## src/rtl/fetch_pkg.sv

```systemverilog
// Shared types and constants for the instruction fetch unit.
// FETCH_PREFETCH_EN selects a 2-deep prefetch queue; otherwise a single instruction register.
package fetch_pkg;

    localparam int unsigned XLEN = 32;
    localparam logic [1:0]  RW_FETCH = 2'b00;

`ifdef FETCH_PREFETCH_EN
    localparam int unsigned FIFO_DEPTH = 2;
`else
    localparam int unsigned FIFO_DEPTH = 1;
`endif

    typedef enum logic [1:0] {
        ST_RUN   = 2'd0,
        ST_HOLD  = 2'd1,
        ST_FLUSH = 2'd2
    } fetch_state_e;

    typedef struct packed {
        logic [XLEN-1:0] pc;
        logic [XLEN-1:0] instr;
    } fetch_entry_t;

    // Sequential word address, confined to the addressable space.
    function automatic logic [XLEN-1:0] pc_next(input logic [XLEN-1:0] pc,
                                                input logic [XLEN-1:0] mask);
        return (pc + XLEN'(1)) & mask;
    endfunction

endpackage

```

## src/rtl/fetch_fifo.sv

```systemverilog
// Small circular queue of {pc, instr} entries between memory and decode.
// Push while full is accepted only when a pop happens in the same cycle.
module fetch_fifo
    import fetch_pkg::*;
#(
    parameter int unsigned DEPTH = 2
) (
    input  logic         clk,
    input  logic         reset_n,
    input  logic         i_push,
    input  logic         i_pop,
    input  logic         i_flush,
    input  fetch_entry_t i_data,
    output fetch_entry_t o_head,
    output logic         o_full,
    output logic         o_empty
);

    localparam int unsigned PTR_W = (DEPTH > 1) ? $clog2(DEPTH) : 1;
    localparam int unsigned SLOTS = 1 << PTR_W;
    localparam int unsigned CNT_W = $clog2(DEPTH + 1);
    localparam logic [PTR_W-1:0] PTR_LAST = PTR_W'(DEPTH - 1);
    localparam logic [CNT_W-1:0] CNT_FULL = CNT_W'(DEPTH);

    fetch_entry_t     r_mem [SLOTS];
    logic [PTR_W-1:0] r_rd_ptr;
    logic [PTR_W-1:0] r_wr_ptr;
    logic [CNT_W-1:0] r_count;
    logic             w_push;
    logic             w_pop;

    function automatic logic [PTR_W-1:0] ptr_adv(input logic [PTR_W-1:0] p);
        return (p == PTR_LAST) ? '0 : p + PTR_W'(1);
    endfunction

    assign o_full  = (r_count == CNT_FULL);
    assign o_empty = (r_count == '0);
    assign w_pop   = i_pop && !o_empty;
    assign w_push  = i_push && (!o_full || w_pop);
    assign o_head  = r_mem[r_rd_ptr];

    // Flush wins over any concurrent push or pop.
    always_ff @(posedge clk or negedge reset_n) begin
        if (!reset_n) begin
            r_rd_ptr <= '0;
            r_wr_ptr <= '0;
            r_count  <= '0;
            r_mem    <= '{default: '0};
        end else if (i_flush) begin
            r_rd_ptr <= '0;
            r_wr_ptr <= '0;
            r_count  <= '0;
        end else begin
            if (w_push) begin
                r_mem[r_wr_ptr] <= i_data;
                r_wr_ptr        <= ptr_adv(r_wr_ptr);
            end
            if (w_pop) begin
                r_rd_ptr <= ptr_adv(r_rd_ptr);
            end
            if (w_push && !w_pop) begin
                r_count <= r_count + CNT_W'(1);
            end else if (w_pop && !w_push) begin
                r_count <= r_count - CNT_W'(1);
            end
        end
    end

endmodule

```

## src/rtl/fetch_unit.sv

```systemverilog
// Instruction fetch: issues sequential word fetches, queues them toward decode, handles redirects.
// Queue depth set by FETCH_PREFETCH_EN (see fetch_pkg).
module fetch_unit
    import fetch_pkg::*;
#(
    parameter logic [XLEN-1:0] RESET_PC  = 32'h0000_0000,
    parameter logic [XLEN-1:0] ADDR_MASK = 32'h0000_FFFF
) (
    input  logic            clk,
    input  logic            reset_n,
    output logic [XLEN-1:0] mem_addr,
    output logic [1:0]      mem_rw,
    output logic            mem_enable,
    input  logic [XLEN-1:0] mem_fetch,
    input  logic            mem_busy,
    input  logic            redirect_valid,
    input  logic [XLEN-1:0] redirect_pc,
    output logic            instr_valid,
    output logic [XLEN-1:0] instr,
    output logic [XLEN-1:0] instr_pc,
    input  logic            instr_ready
);

    fetch_state_e    r_state;
    logic [XLEN-1:0] r_pc;
    logic            w_full;
    logic            w_empty;
    logic            w_pop;
    logic            w_issue;
    fetch_entry_t    w_head;
    fetch_entry_t    w_push_data;

    assign instr_valid = !w_empty && (r_state != ST_FLUSH);
    assign w_pop       = instr_valid && instr_ready;
    // Memory read data is only meaningful in the issue cycle, so issue is decided combinationally.
    assign w_issue     = reset_n && !mem_busy && !redirect_valid && (!w_full || w_pop);

    assign mem_addr    = r_pc;
    assign mem_rw      = RW_FETCH;
    assign mem_enable  = w_issue;
    assign instr       = w_head.instr;
    assign instr_pc    = w_head.pc;

    assign w_push_data.pc    = r_pc;
    assign w_push_data.instr = mem_fetch;

    // Control state and PC; redirect overrides any issue in the same cycle.
    always_ff @(posedge clk or negedge reset_n) begin
        if (!reset_n) begin
            r_state <= ST_FLUSH;
            r_pc    <= RESET_PC;
        end else if (redirect_valid) begin
            r_state <= ST_FLUSH;
            r_pc    <= redirect_pc & ADDR_MASK;
        end else begin
            if (w_issue) begin
                r_pc <= pc_next(r_pc, ADDR_MASK);
            end
            unique case (r_state)
                ST_FLUSH:        r_state <= ST_RUN;
                ST_RUN, ST_HOLD: r_state <= w_issue ? ST_RUN : ST_HOLD;
                default:         r_state <= ST_FLUSH;
            endcase
        end
    end

    fetch_fifo #(
        .DEPTH (FIFO_DEPTH)
    ) u_fifo (
        .clk     (clk),
        .reset_n (reset_n),
        .i_push  (w_issue),
        .i_pop   (w_pop),
        .i_flush (redirect_valid),
        .i_data  (w_push_data),
        .o_head  (w_head),
        .o_full  (w_full),
        .o_empty (w_empty)
    );

endmodule
```

## config.mk

```make
export PLATFORM = sky130hd
export DESIGN_NAME = fetch_unit
export DESIGN_NICKNAME = d
export VERILOG_FILES = /design/src/rtl/fetch_pkg.sv /design/src/rtl/fetch_fifo.sv /design/src/rtl/fetch_unit.sv
export SDC_FILE = /design/constraint.sdc
export NUM_CORES = 1
export LEC_CHECK = 0
export ABC_AREA = 0
export CAP_MARGIN = 20
export CORE_MARGIN = 1.5
export CORE_UTILIZATION = 43
export DETAILED_ROUTE_END_ITERATION = 8
export GPL_ROUTABILITY_DRIVEN = 1
export PLACE_DENSITY = 0.89
export SLEW_MARGIN = 30
export SYNTH_ARGS = -nofsm -noshare
export SYNTH_HDL_FRONTEND = slang
export SYNTH_HIERARCHICAL = 1
export SYNTH_SLANG_ARGS = --single-unit
```

## constraint.sdc

```tcl
create_clock -name clk -period 3.1 [get_ports clk]
set_input_delay 0.465 -clock clk [delete_from_list [all_inputs] [get_ports clk]]
set_output_delay 0.465 -clock clk [all_outputs]
set_load 0.1 [all_outputs]
```

### Word level (Yosys, flattened, before mapping)

Cells that the tools add are included.

| word-level totals | value |
|---|---|
| register bits | 165 |
| input bits | 69 |
| output and inout port bits | 100 |
| logic and storage cells | 67 |

| operators by class | value |
|---|---|
| add/subtract/negate cells | 5 |
| $lt $le $gt $ge | 3 |
| equality and inequality tests | 3 |
| mux-type cells | 20 |
| bitwise operators | 3 |
| reduce and logical (&&, ||, !) cells | 24 |

Operator list:

| kind | number |
|---|---|
| $mux 64 | 4 |
| $bwmux 128 | 1 |
| $demux 64 s1 | 1 |
| $mux 32 | 2 |
| $add 16x1->16 const B | 1 |
| $logic_and 1x1->1 | 10 |
| $mux 1 | 10 |
| $reduce_bool 2->1 | 3 |
| $logic_not 1->1 | 5 |
| $ge 2x2->1 const B | 2 |
| $not 1->2 | 2 |
| $pmux 2 s2 | 1 |
| $add 1x1->1 const B | 3 |
| $reduce_bool 3->1 | 1 |
| $eq 2x1->1 const B | 1 |
| $eq 2x2->1 const B | 1 |
| $logic_not 2->1 | 1 |
| $logic_or 1x1->1 | 2 |
| $lt 2x1->1 const B | 1 |
| $mux 2 | 1 |
| $ne 2x2->1 const B | 1 |
| $reduce_and 2->1 | 1 |
| $reduce_or 2->1 | 1 |
| $not 1->1 | 1 |
| $sub 1x1->1 const B | 1 |

### Depth between registers and ports, before layout

Gate-level depths: netlist (run 1).

| depth | value |
|---|---|
| depth after elaboration | 11 |
| gate-level depth with buffers | 10 |
| mapped depth without buffers | 6 |

### Modules after synthesis

The synthesis (run 1) kept the hierarchy.

Modules (own cells, without submodules):

| module | instances | cells each | area each (um^2) |
|---|---|---|---|
| fetch_fifo | 1 | 141 | 2741.4 |
| fetch_unit | 1 | 149 | 1261.2 |

### Worst setup path after synthesis (run 1)

No wires, ideal clock.

| timing | value |
|---|---|
| kind | register -> register |
| from | register u_fifo.r_count, in the netlist u_fifo/o_full |
| to | register u_fifo/r_mem[100] (netlist bit) |
| library setup time | 0.126 ns |
| arrival time | 4.403 ns |
| data required time | 2.974 ns |
| slack | -1.429 ns |
| cell stages (with the launch flop) | 11 |
| path buffers | 4 |
| clock period less this slack | 4.529 ns |
| cell sequence | dfrtp_1 inv_1 nand2b_1 o21a_1 buf_2 buf_2 nor3_1 nor3b_2 buf_6 buf_12 mux2_4 |

| on the way | value |
|---|---|
| longest elaborated chain between the ends | 6 |
| elaborated cells between the ends (all ways) | 9 |
| classes of those cells | reduce/logical (9) |

RTL lines:

| what | RTL line | source |
|---|---|---|
| from (decl) | fetch_fifo.sv:28 | `logic [CNT_W-1:0] r_count;` |
| from (signal assigned) | fetch_fifo.sv:62 | `r_count <= r_count + CNT_W'(1);` |
| from (signal assigned) | fetch_fifo.sv:64 | `r_count <= r_count - CNT_W'(1);` |
| $logic_and 1x1->1 | fetch_unit.sv:33 | `assign instr_valid = !w_empty && (r_state != ST_FLUSH);` |
| $logic_and 1x1->1 | fetch_unit.sv:34 | `assign w_pop = instr_valid && instr_ready;` |
| $logic_or 1x1->1 * | fetch_unit.sv:36 | `assign w_issue = reset_n && !mem_busy && !redirect_valid && (!w_full \|\| w_pop);` |
| $logic_and 1x1->1 * | fetch_unit.sv:36 |  |
| via mem_enable | fetch_unit.sv:13 | `output logic mem_enable,` |
| $logic_and 1x1->1 * | fetch_fifo.sv:39 | `assign w_push = i_push && (!o_full \|\| w_pop);` |
| $reduce_and 2->1 (no source line) * | - |  |
| to (signal, indexed assignment) | fetch_fifo.sv:55 | `r_mem[r_wr_ptr] <= i_data;` |
| to (decl) | fetch_fifo.sv:25 | `fetch_entry_t r_mem [SLOTS];` |

The timed path passes the listed nets; every way through them passes the cells marked *.
A chain may end at the register's enable or synchronous reset.

### Worst setup path in the final report (run 1)

| timing | value |
|---|---|
| from | input port reset_n |
| to | register u_fifo/r_mem[69] (netlist bit) |

| on the way | value |
|---|---|
| longest elaborated chain between the ends | 5 |

RTL lines:

| what | RTL line | source |
|---|---|---|
| from (decl) | fetch_unit.sv:10 | `input logic reset_n,` |
| $logic_and 1x1->1 (3 in series) | fetch_unit.sv:36 |  |
| $logic_and 1x1->1 | fetch_fifo.sv:39 |  |
| $reduce_and 2->1 (no source line) | - |  |

Every way passes these cells.

==> results of run 1 <==
==> cell type report <==
type | instances | area share
flip-flops and latches | 83 | 0.383
multi-input cells | 201 | 0.320
repair buffers | 141 | 0.225
well taps | 111 | 0.0256
clock buffers | 9 | 0.0229
clock inverters | 7 | 0.0182
inverters | 7 | 0.00485
==> worst max-delay path, stage by stage <==
cell	delay, ns
dlygate4sd3_1	0.55
buf_4	0.26
nand2b_1	0.19
nor3_4	0.24
nor3b_4	0.28
buf_4	0.42
mux2_2	0.39
==> cells by family (layout without fill, tap and decap cells) <==
kind of cell,Yosys count,after routing,share of synthesized area
DFF,83,83,0.519
and+or+nand+nor,69,69,0.0975
muxes,64,64,0.236
buffers and inverters,39,164,0.0822
AOI/OAI and AO/OA,33,33,0.0606
adders and majority gates,1,1,0.00313
other,1,34,0.000937
==> per-stage QoR <==
stage	hold WS [ns]	area (um2)	utilization	cells	power, mW
floorplan	0.169	4140	-	323	3.82
global placement	0.338	5180	0.566	542	4.36
detailed placement	0.339	5180	0.566	542	4.40
CTS	0.473	5420	0.592	559	5.28
global route	0.525	5420	0.592	559	5.42
finish	0.474	5420	0.592	559	5.24
==> per-layer routing <==
layer  GRT usage  up-vias
met4      0.0618        0
li1            -     1306
met2       0.295      109
met5           0        -
met1       0.241     1389
met3      0.0295       11
==> placed cells by master (no fill, tap or decap), types with 2 or more instances in the layout <==
cell type	netlist	layout
nor2b_1	3	3
clkbuf_8	0	9
or3_1	2	2
nand2_1	9	9
o41ai_1	3	3
bufinv_16	0	2
or4_1	5	5
conb_1	1	34
buf_12	6	2
inv_6	0	2
or2_1	2	2
a31oi_1	12	12
dfrtp_1	82	82
nand2b_1	2	2
inv_1	6	6
nand4_1	4	4
nor2_1	21	21
nor3_1	3	2
clkdlybuf4s50_1	0	51
mux2_4	60	60
buf_4	18	86
mux2_2	4	4
nand3_1	6	6
o21ai_0	3	3
a221o_1	2	2
or4b_1	3	3
o31ai_1	5	5
==> power breakdown <==
group / leakage, nW / switching, mW / internal (mW)
logic: 1.38 / 2.20 / 0.684
clock network: 0.110 / 0.404 / 0.460
registers: 0.988 / 0.169 / 1.33
total: 2.48 / 2.77 / 2.47
==> path summary, 6_finish.rpt <==
check	start	endpoint	slack [ns]
max in group asynchronous	reset_n	u_fifo/r_mem[105]	1.64
worst max-delay path	reset_n	u_fifo/r_mem[69]	0.51
worst min register to register	r_state[1]	r_state[1]	0.47
worst max register to register	u_fifo/o_full	u_fifo/r_mem[69]	0.77
min in group asynchronous	reset_n	u_fifo/r_mem[96]	0.55
worst min-delay path	r_state[1]	r_state[1]	0.47
==> state kept, by name (all words and copies together) (netlist names) <==
register / count
mem_addr: 16
r_state: 2
u_fifo/o_full: 1
u_fifo/r_mem: 64
==> key figures, run 1 <==
Synth
  • Most frequent cell after synthesis: dfrtp_1
  • Synth async-reset ratio: 1.00
  • Synth Warn #: 6
  • Number of synthesized flops with an enable pin: 0
  • Synth Area per Inst: between 10 and 15 um2
  • Synth cell types: 46
  • Synth top cells by count: dfrtp_1, mux2_4, nor2_1
  • Yosys top cell area share: 0.513
  • Synth top area cells: dfrtp_1, mux2_4, buf_4, buf_12, nor2_1
  • Main synth FF type: dfrtp_1
  • Post-synthesis sequential area ratio: 0.519
  • Mapped Area: about 0.0040 mm2
  • Top cell type by total area after synthesis: dfrtp_1
  • Mapped Cells: just under 300
  • Synthesis-stage register bit count: 83

Detailed routing
  • Remaining routing DRC violations: 0
  • Top sig layer: met4
  • Avg Vias per Cell: ~5.0
  • First-iteration detailed-routing DRC count: 100
  • DRT met1 WL: 3.87 mm
  • Met3 WL: approximately 420 um
  • Post-route ant nets: 0
  • Drt total wl: ~8.7 mm
  • Routed wl met2: around 4.3 mm
  • Drt pass-1 iters: 4
  • Drt wl/cell: between 15 and 20 um
  • Via count: 2815

Floorplan
  • IO Count: between 150 and 200
  • Initial Util: 0.437
  • Die Y: ~99 um
  • Core box area: 0.00915 mm2
  • Die X: 99.5 um
  • FP Rows: 35
  • Die area: ~0.0099 mm2

Placement
  • Pre-CTS setup slack: approximately 0.37 ns
  • HPWL after detailed placement: just over 6 mm
  • Input/output buffers: 134
  • Global placement routability congestion: roughly 0.83

STA
  • Relative slew margins: 0.555
  • Max Fclk: 387 MHz
  • Final hold viol count: 0
  • Post-route minimum period: ~2.6 ns
  • Clk_skew: around 0.013 ns
  • Setup_tns: 0 ns
  • Final setup vio count: 0
  • Fin. max-slew vios: 0
  • Period utilization: 0.834
  • RSZ-0062 raised after global routing: no
  • Worst Tran Pin Value: approximately 0.67 ns
  • Worst setup margin: around 0.51 ns

Power and ir drop
  • Pwr/cell area: approximately 970 mW/mm2
  • LEAKAGE: about 2.5 nW
  • Max IR drop VDD: a little under 0.6 mV

CTS
  • Max clock buf depth: 2
  • CTS buffer count: 9
  • CTS Hold Bufs: 1
  • Clk slew on worst S/H paths: ~0.09 ns
  • Worst-Skew Late Latency: 0.34 ns
  • PostCTS Resize Cnt: 0
  • Postcts setup bufs: 0
  • Clock Sinks: 83
  • CTS tree: yes
  • Root Buffer: clkbuf_8
  • H-tree Lvls: 3

Critical path
  • Worst-path maximum fanout: 23
  • Startpoint class of the critical path: input pin
  • Critical path class: input pin to register
  • CP arrival: approximately 2.8 ns
  • R2R cell count: 7
  • Element type at the critical path end: register
  • Worst EP required: about 3.3 ns

GRT
  • Overflow after GRT: 0
  • Global Route Usage Sum: 0.179
  • Vias in the first global route: roughly 2800
  • Initial antenna violation count: 0
  • Largest net degree at the start of global routing: between 70 and 80
  • First-pass GRT wire length: approximately 14 mm

Cells and area
  • Fin nets: 513
  • Register Area: 0.00208 mm2
  • Ant. Diodes: 0
  • Layout Area Growth over Synthesis: 35.4%
  • Share of layout cells above drive strength 1: 0.393
  • Fillcell total: about 740
  • Area of the multi-input gates: 0.00174 mm2

Flow run
  • MaxCap Viol Count: 0

Min path
  • Hold crit path type: register to register
  • Hold path depth: 2

Status
  • Status: finished clean
No activity file was read; power rests on OpenSTA's default activity.
==> run 2: changes to the inputs <==
--- a/config.mk
+++ b/config.mk
@@ -8,10 +8,10 @@
 export ABC_AREA = 0
 export CAP_MARGIN = 20
 export CORE_MARGIN = 1.5
-export CORE_UTILIZATION = 43
+export CORE_UTILIZATION = 39
 export DETAILED_ROUTE_END_ITERATION = 8
 export GPL_ROUTABILITY_DRIVEN = 1
-export PLACE_DENSITY = 0.89
+export PLACE_DENSITY = 0.85
 export SLEW_MARGIN = 30
 export SYNTH_ARGS = -nofsm -noshare
 export SYNTH_HDL_FRONTEND = slang
==> constraint.sdc (replaced) <==
create_clock -name clk -period 2.2 [get_ports clk]
set_input_delay 0.33 -clock clk [delete_from_list [all_inputs] [get_ports clk]]
set_output_delay 0.33 -clock clk [all_outputs]
set_load 0.1 [all_outputs]
==> run 2 against run 1 <==
Clock power up 20%. Sequential share of layout area down 1.2 points. Total power up 38%. Critical path depth up 1. First-iteration DRC count down 30%. Via count up 2.8%. Core utilization down 2.1 points. Setup slack worse by 0.43 ns. Sequential power up 41%. Global-route usage down 0.67 points. Final cell count up 7.2%.
==> key figures, run 2 (synthesis results as in run 1) <==
CTS
  • Clock Sinks: 83 (unchanged)
  • Max clock buf depth: 2 (unchanged)
  • Worst-Skew Late Latency: 0.35 ns (about the same)
  • Clk slew on worst S/H paths: 0.09 ns (about the same)
  • H-tree Lvls: 3 (unchanged)
  • Postcts setup bufs: 0 (unchanged)
  • CTS tree: yes
  • Root Buffer: clkbuf_8
  • CTS buffer count: 9 (unchanged)

Cells and area
  • Max reg flops: 64 (unchanged)
  • Share of layout cells above drive strength 1: 0.442 (+0.0492)
  • Commonest non-fill, non-tap cell in the layout: buf_4
  • Non-filler cells in the finished layout: 599 (+7.2%)
  • Layout Area Growth over Synthesis: 40.7%
  • Fin nets: 531 (+3.5%)
  • Fillcell total: 815 (+11%)
  • Most frequent cells in the layout: buf_4, dfrtp_1, mux2_4
  • Ant. Diodes: 0 (unchanged)
  • Largest reg by FF count: u_fifo/r_mem
  • Design area: 0.00563 mm2 (+3.9%)

Detailed routing
  • First-iteration detailed-routing DRC count: 70 (-30%)
  • Post-route ant nets: 0 (unchanged)
  • Drt wl/cell: 15.3 um (-1.6%)
  • Drt pass-1 iters: 5 (+1)
  • Met3 WL: 545 um (+30%)
  • Avg Vias per Cell: 4.83 (-4.1%)
  • Routed wl met2: 4.42 mm (+2.7%)
  • Remaining routing DRC violations: 0 (unchanged)
  • Via count: 2893 (+2.8%)
  • Drt total wl: 9.16 mm (+5.5%)
  • DRT met1 WL: 4.09 mm (+5.9%)
  • Top sig layer: met4

Critical path
  • CP arrival: 2.35 ns (-0.47 ns)
  • FF-to-FF End: u_fifo/r_mem[76]
  • CP bufs+invs: 4 (+1)
  • Slowest CP cell: dlygate4sd3_1
  • Worst EP required: 2.43 ns (-0.90 ns)
  • R2R cell count: 8 (+1)
  • R2R Path Start: u_fifo/o_full
  • R2R Setup Slk: 0.18 ns (-0.59 ns)
  • Crit-path leading delay family: buffers and inverters
  • Worst path cell trace: dlygate4sd3_1 -> buf_12 -> nand2b_1 -> nor3_4 -> nor3b_4 -> buf_6 -> buf_12 -> mux2_4
  • Critical Path Max Stage Delay: 0.60 ns (+0.05 ns)
  • Element type at the critical path end: register
  • Critical path class: input pin to register
  • Startpoint class of the critical path: input pin
  • Worst-path maximum fanout: 15 (-35%)
  • Top cell by count, worst path: buf_12

Floorplan
  • Initial Util: 0.406 (-0.0316)
  • Die Y: 104 um (+4.9%)
  • Die area: 0.0109 mm2 (+9.9%)
  • Die X: 104 um (+4.9%)
  • FP Rows: 36 (+2.9%)
  • Core box area: 0.00986 mm2 (+7.8%)
  • IO Count: 169 (unchanged)

STA
  • Final hold viol count: 0 (unchanged)
  • Final setup vio count: 0 (unchanged)
  • Post-route minimum period: ~2.1 ns
  • Max Fclk: roughly 470 MHz
  • Setup_tns: 0 ns (unchanged)
  • Clk_skew: 0.00721 ns (-0.00603 ns)
  • Period utilization: 0.962
  • Fin. max-slew vios: 0 (unchanged)
  • Hold WS: 0.418 ns (-0.0557 ns)
  • RSZ-0062 raised after global routing: no

Status
  • Status: finished clean

GRT
  • Global Route Usage Sum: 0.172 (-0.00673)
  • Vias in the first global route: 2880 (+4.2%)
  • Largest net degree at the start of global routing: 38 (-48%)
  • Overflow after GRT: 0 (unchanged)
  • First-pass GRT wire length: 15.0 mm (+7.4%)
  • Initial antenna violation count: 0 (unchanged)

Power and ir drop
  • Max IR drop VDD: 0.624 mV (+6.0%)
  • Pwr/cell area: 1290 mW/mm2 (+33%)
  • LEAKAGE: 2.57 nW (+3.6%)
  • Power Total: 7.24 mW (+38%)

Placement
  • Global placement routability congestion: 0.844 (+2.1%)
  • Input/output buffers: 134 (unchanged)
  • Placed Instance Area: 0.00541 mm2 (+4.4%)
  • Placed cells: 582 (+7.4%)
  • HPWL after detailed placement: 6.77 mm (+11%)

Flow run
  • MaxCap Viol Count: 0 (unchanged)

Min path
  • Hold crit path type: input pin to asynchronous set/reset pin
[run 2: worst max-delay path by stage]
stage                              from                end  slack [ns]  depth (start not counted)
after floorplan           u_fifo/o_full  u_fifo/r_mem[100]       -0.72                         10
after global placement      instr_ready   u_fifo/r_mem[64]       -0.09                          8
after detailed placement    instr_ready   u_fifo/r_mem[64]       -0.15                          8
after CTS                       reset_n   u_fifo/r_mem[76]        0.03                          8
after global routing            reset_n   u_fifo/r_mem[77]       0.007                          8
final                           reset_n   u_fifo/r_mem[76]        0.08                          8
[run 2: what timing repair did]
action / CTS / global route
hold buffers: 1 / 0
endpoints found under the hold margin: 9 / 0
endpoints found under the setup margin: 0 / 59
gates resized for setup: 0 / 5
[run 2: layout make-up]
class	count	area, um2	area share
clock inverter	5	37.5	0.00667
multi-input combinational	201	1750	0.311
tap	133	166	0.0296
clock buffer	11	151	0.0269
inverter	7	26.3	0.00467
timing repair buffer	159	1410	0.250
sequential	83	2090	0.371
[run 2: per-stage QoR]
step / setup WS (ns) / utilization
after floorplan: -0.720 / -
after global placement: -0.0923 / 0.549
after detailed placement: -0.152 / 0.549
after CTS: 0.0317 / 0.569
after global routing: 0.00743 / 0.571
final: 0.0838 / 0.571
[run 2: layer usage]
metal | track usage | vias to the layer above
li1 | - | 1336
met1 | 0.235 | 1429
met2 | 0.278 | 117
met3 | 0.0313 | 11
met4 | 0.0536 | 0
met5 | 0 | -
[run 2: power by group]
part	switching [mW]	internal (mW)	leakage, nW	total [mW]
Sequential	0.243	1.88	0.979	2.12
Clock	0.562	0.474	0.0915	1.04
Combinational	3.10	0.985	1.50	4.09
==> run 3: changes to the inputs <==
--- a/config.mk
+++ b/config.mk
@@ -7,11 +7,12 @@
 export LEC_CHECK = 0
 export ABC_AREA = 0
 export CAP_MARGIN = 20
+export CELL_PAD_IN_SITES_DETAIL_PLACEMENT = 0
+export CELL_PAD_IN_SITES_GLOBAL_PLACEMENT = 2
 export CORE_MARGIN = 1.5
-export CORE_UTILIZATION = 39
+export CORE_UTILIZATION = 25
 export DETAILED_ROUTE_END_ITERATION = 8
-export GPL_ROUTABILITY_DRIVEN = 1
-export PLACE_DENSITY = 0.85
+export PLACE_DENSITY = 0.86
 export SLEW_MARGIN = 30
 export SYNTH_ARGS = -nofsm -noshare
 export SYNTH_HDL_FRONTEND = slang
==> run 3 against run 2 <==
Global-route usage is 5.2 points lower. Total power up 4.9%. Flip-flop and latch count is the same. Clock-buffer cell count is the same. Critical path type unchanged.
==> key figures, run 3 (synthesis results as in run 1) <==
Power and ir drop
  • Power share of the sequential group: 0.279 (-0.014)
  • Combinational power share: 0.540 (-0.024)
  • LEAKAGE: 2.60 nW (+1.2%)
  • P_sw: 3.94 mW (+0.92%)
  • Internal: 3.65 mW (+9.5%)
  • Switch share: 0.519 (-0.0203)
  • Pwr/cell area: 1310 mW/mm2 (+1.5%)
  • Max IR drop VDD: 0.748 mV (+20%)
  • Clock share of power: 0.181 (+0.038)

STA
  • Post-route minimum period: 2.07 ns (-0.0459 ns)
  • Relative slew margins: 0.523
  • Hold WS: 0.471 ns (+0.0529 ns)
  • Final hold viol count: 0 (unchanged)
  • Period utilization: 0.941 (-0.0208)
  • Worst setup margin: 0.130 ns (+0.0459 ns)
  • RSZ-0062 raised after global routing: no
  • Final setup vio count: 0 (unchanged)
  • Setup_tns: 0 ns (unchanged)
  • Clk_skew: 0.00888 ns (+0.00167 ns)
  • Fin. max-slew vios: 0 (unchanged)
  • Worst Tran Pin Value: slightly above 0.7 ns
  • Max Fclk: 483 MHz (+2.2%)

Status
  • Status: finished clean

Critical path
  • Top cell by count, worst path: buf_12
  • Worst EP required: 2.42 ns (about the same)
  • Element type at the critical path end: register
  • Critical path class: input pin to register
  • R2R cell count: 8 (unchanged)
  • Worst path cell trace: dlygate4sd3_1 -> buf_4 -> nand2b_1 -> nor3_4 -> nor3b_4 -> buf_12 -> buf_12 -> mux2_2
  • Slowest CP cell: dlygate4sd3_1
  • CP arrival: 2.29 ns (-0.06 ns)
  • Critical Path Max Stage Delay: 0.54 ns (-0.06 ns)
  • Worst-path maximum fanout: 13 (-2)
  • Startpoint class of the critical path: input pin

Cells and area
  • Most frequent cells in the layout: buf_4, dfrtp_1, mux2_4
  • Ant. Diodes: 0 (unchanged)
  • Commonest non-fill, non-tap cell in the layout: buf_4
  • Layout Area Growth over Synthesis: 45.3%
  • Share of layout cells above drive strength 1: 0.440 (-0.00215)
  • Final design utilization: 0.369 (-0.202)
  • Largest reg by FF count: u_fifo/r_mem
  • Design area: 0.00582 mm2 (+3.3%)
  • Max reg flops: 64 (unchanged)
  • Fillcell total: 1554 (+91%)
  • Fin nets: 532 (+0.19%)

CTS
  • Clock Sinks: 83 (unchanged)
  • Postcts setup bufs: 0 (unchanged)
  • CTS Hold Bufs: 1 (unchanged)
  • Worst-Skew Late Latency: 0.34 ns (about the same)
  • Clk slew on worst S/H paths: 0.06 ns (-0.03 ns)
  • Max clock buf depth: 2 (unchanged)
  • H-tree Lvls: 3 (unchanged)
  • PostCTS Resize Cnt: 0 (unchanged)
  • CTS tree: yes
  • CTS buffer count: 9 (unchanged)
  • Root Buffer: clkbuf_16

Detailed routing
  • Drt wl/cell: 14.7 um (-3.8%)
  • First-iteration detailed-routing DRC count: 91 (+30%)
  • Remaining routing DRC violations: 0 (unchanged)
  • Drt total wl: 10.0 mm (+9.5%)
  • Post-route ant nets: 0 (unchanged)
  • Avg Vias per Cell: 4.21 (-13%)
  • Via count: 2869 (-0.83%)
  • Drt pass-1 iters: 4 (-1)

Floorplan
  • Core box area: 0.0158 mm2 (+60%)
  • Die Y: 130 um (+24%)
  • FP Rows: 46 (+28%)
  • IO Count: 169 (unchanged)
  • Initial Util: 0.254 (-0.152)
  • Die area: 0.0168 mm2 (+54%)
  • Die X: 130 um (+24%)

GRT
  • Vias in the first global route: 2913 (+1.1%)
  • First-pass GRT wire length: 15.3 mm (+1.9%)
  • Initial antenna violation count: 1 (+1)
  • Global Route Usage Sum: 0.121 (-0.0516)
  • Overflow after GRT: 0 (unchanged)
  • Largest net degree at the start of global routing: 56 (+47%)

Min path
  • Hold crit path type: register to register
  • Hold path depth: 2

Placement
  • Pre-CTS setup slack: -0.137 ns (+0.0154 ns)
  • Placed Instance Area: 0.00554 mm2 (+2.3%)
  • HPWL after detailed placement: 7.46 mm (+10%)
  • Input/output buffers: 134 (unchanged)
  • Global placement routability congestion: 0.732 (-13%)

Flow run
  • MaxCap Viol Count: 0 (unchanged)
[run 3: layout make-up]
class	instances	area, um2	share of cell area
repair buffers	160	1410	0.242
well taps	216	270	0.0465
clock inverters	4	27.5	0.00473
inverters	7	26.3	0.00452
clock buffers	11	243	0.0417
flip-flops and latches	83	2090	0.360
multi-input cells	201	1750	0.301
[run 3: per-stage QoR]
| stage | std cells | total power [mW] |
|---|---|---|
| 6_report | 682 | 7.59 |
| 3_5_place_dp | 666 | 6.25 |
| 4_1_cts | 682 | 7.68 |
| 5_1_grt | 682 | 7.88 |
| 2_1_floorplan | 323 | 5.39 |
| 3_3_place_gp | 666 | 6.21 |
[run 3: path summary, 6_finish.rpt]
kind	start	to	slack, ns
min reg2reg	r_state[1]	r_state[1]	0.47
min	r_state[1]	r_state[1]	0.47
min in group asynchronous	reset_n	r_state[0]	0.56
max	reset_n	u_fifo/r_mem[69]	0.13
max in group asynchronous	reset_n	mem_addr[5]	0.59
max reg2reg	u_fifo/o_full	u_fifo/r_mem[69]	0.16
[run 3: power groups by stage]
stage	logic (mW)	registers (mW)	clock network, mW
2_1_floorplan	0.759	4.63	0
3_3_place_gp	4.08	2.13	0
3_5_place_dp	4.11	2.15	0
4_1_cts	4.11	2.13	1.44
5_1_grt	4.20	2.17	1.52
6_report	4.10	2.12	1.38
[run 3: routing by layer]
layer	global-route usage	share of wire	wire length, um	vias up
met5	0	0.00080	8	-
met1	0.141	0.43	4310	1407
met4	0.0556	0.017	174	2
met2	0.202	0.48	4820	103
li1	-	-	-	1340
met3	0.0376	0.071	715	17
[run 3: critical path, delay by kind of cell]
family	cells	cell delay, ns
muxes	1	0.34
buffers and inverters	4	1.05
and+or+nand+nor	3	0.56
==> variant: new RTL, settings of run 2 <==
Re-encode `fetch_state_e` (3 states) as one-hot, 3 bits wide.
--- a/src/rtl/fetch_pkg.sv
+++ b/src/rtl/fetch_pkg.sv
@@ -12,8 +12,8 @@
 `endif
 
-    typedef enum logic [1:0] {
-        ST_RUN   = 2'd0,
-        ST_HOLD  = 2'd1,
-        ST_FLUSH = 2'd2
+    typedef enum logic [2:0] {
+        ST_RUN   = 3'b001,
+        ST_HOLD  = 3'b010,
+        ST_FLUSH = 3'b100
     } fetch_state_e;
 
Function: no difference found for any inputs over 4 cycles, from zero or initial values and one cycle with reset_n low; so few cycles prove little.
==> variant against run 2 <==
Setup slack got worse by 12 ps. Final area increased by 2.4%. Register-to-register slack got worse by 80 ps. Wire length increased by 6.5%. Synthesized area increased by 2.6%. Synthesized cell count increased by 4.5%. Combinational power increased by 9.3%. Power increased by 6.9%. Sequential cell count increased by 1. Highest routed layer unchanged.
==> variant: results (changes against run 2) <==
| Metric | Value |
|---|---|
| Nonclk buf count | `158 (-0.63%)` |
| Adder-cell share of the synthesized area | `0.305% (-0.0080 points)` |
| Reg2Reg Setup Slack | `100 ps (-80 ps)` |
| Placement Setup Slack | `-228 ps (-76.1 ps)` |
| Multi-input gate count | `214 (+6.5%)` |
| Synth top cells by count | `83 x dfrtp_1, 60 x mux2_4, 19 x nor2_1, 18 x buf_4, 11 x a31oi_1` |
| Post-Route WL | `9760 um (+6.5%)` |
| Fmax | `470 MHz (-0.55%)` |
| Status | `finished clean` |
| Buffer share of cell area | `24.9% (-0.032 points)` |
| Vias/cell | `4.84 (+0.29%)` |
| Cell count after synthesis | `303 (+4.5%)` |
| Switching power | `4.26 mW (+9.1%)` |
| Share of cells above drive strength 1 | `42.9% (-1.3 points)` |
| Placed Instances | `593 (+1.9%)` |
| # clock sinks | `84 (+1.2%)` |
| First-pass GRT wire length | `15000 um (+0.18%)` |
| CP Max Fanout | `5 (-10)` |
| FILL cells | `878 (+7.7%)` |
| Vias in the first global route | `2894 (+0.49%)` |
| Core Util, Final | `56.1% (-0.95 points)` |
| Max VDD drop | `796 uV (+27%)` |
| Synth cell types | `43 (-6.5%)` |
| Final hold slack | `513 ps (+94.6 ps)` |
| Width of the die | `106 um (+1.3%)` |
| RePlAce Congestion | `0.864 (+2.4%)` |
| Storage cell area | `2120 um2 (+1.2%)` |
| Post-synthesis compound-gate area fraction | `6.49% (+0.42 points)` |
==> variant: changes by cell type in the layout (fill, tap and decap cells not counted), sizes merged, moves of 3 or more <==
cell	before	now
clkinv	4	1
xnor2	0	3
a21oi	0	4
nor3	3	0
nand3	6	9
or4b	3	0
and2	0	4
inv	6	10
buf	107	103
==> variant: power groups by stage <==
stage | Clock [mW] | Combinational (mW) | Sequential, mW
after global routing | 1.17 | 4.57 | 2.25
final | 1.07 | 4.47 | 2.20
after detailed placement | 0 | 4.46 | 2.23
after CTS | 1.10 | 4.47 | 2.21
after floorplan | 0 | 0.841 | 4.92
after global placement | 0 | 4.42 | 2.20
==> variant: worst max-delay path, stage by stage <==
cell and delay, ps:
dlygate4sd3_1 540, buf_4 140, nand2b_1 70, a211o_1 280
nor2_4 120, nor3b_4 220, buf_4 190, buf_4 170
mux2_4 300
==> variant: what timing repair did <==
item	CTS	global route
setup endpoints to repair	0	52
buffers inserted	0	1
hold endpoints to repair	20	0
resized for setup	0	2
hold buffers	1	0
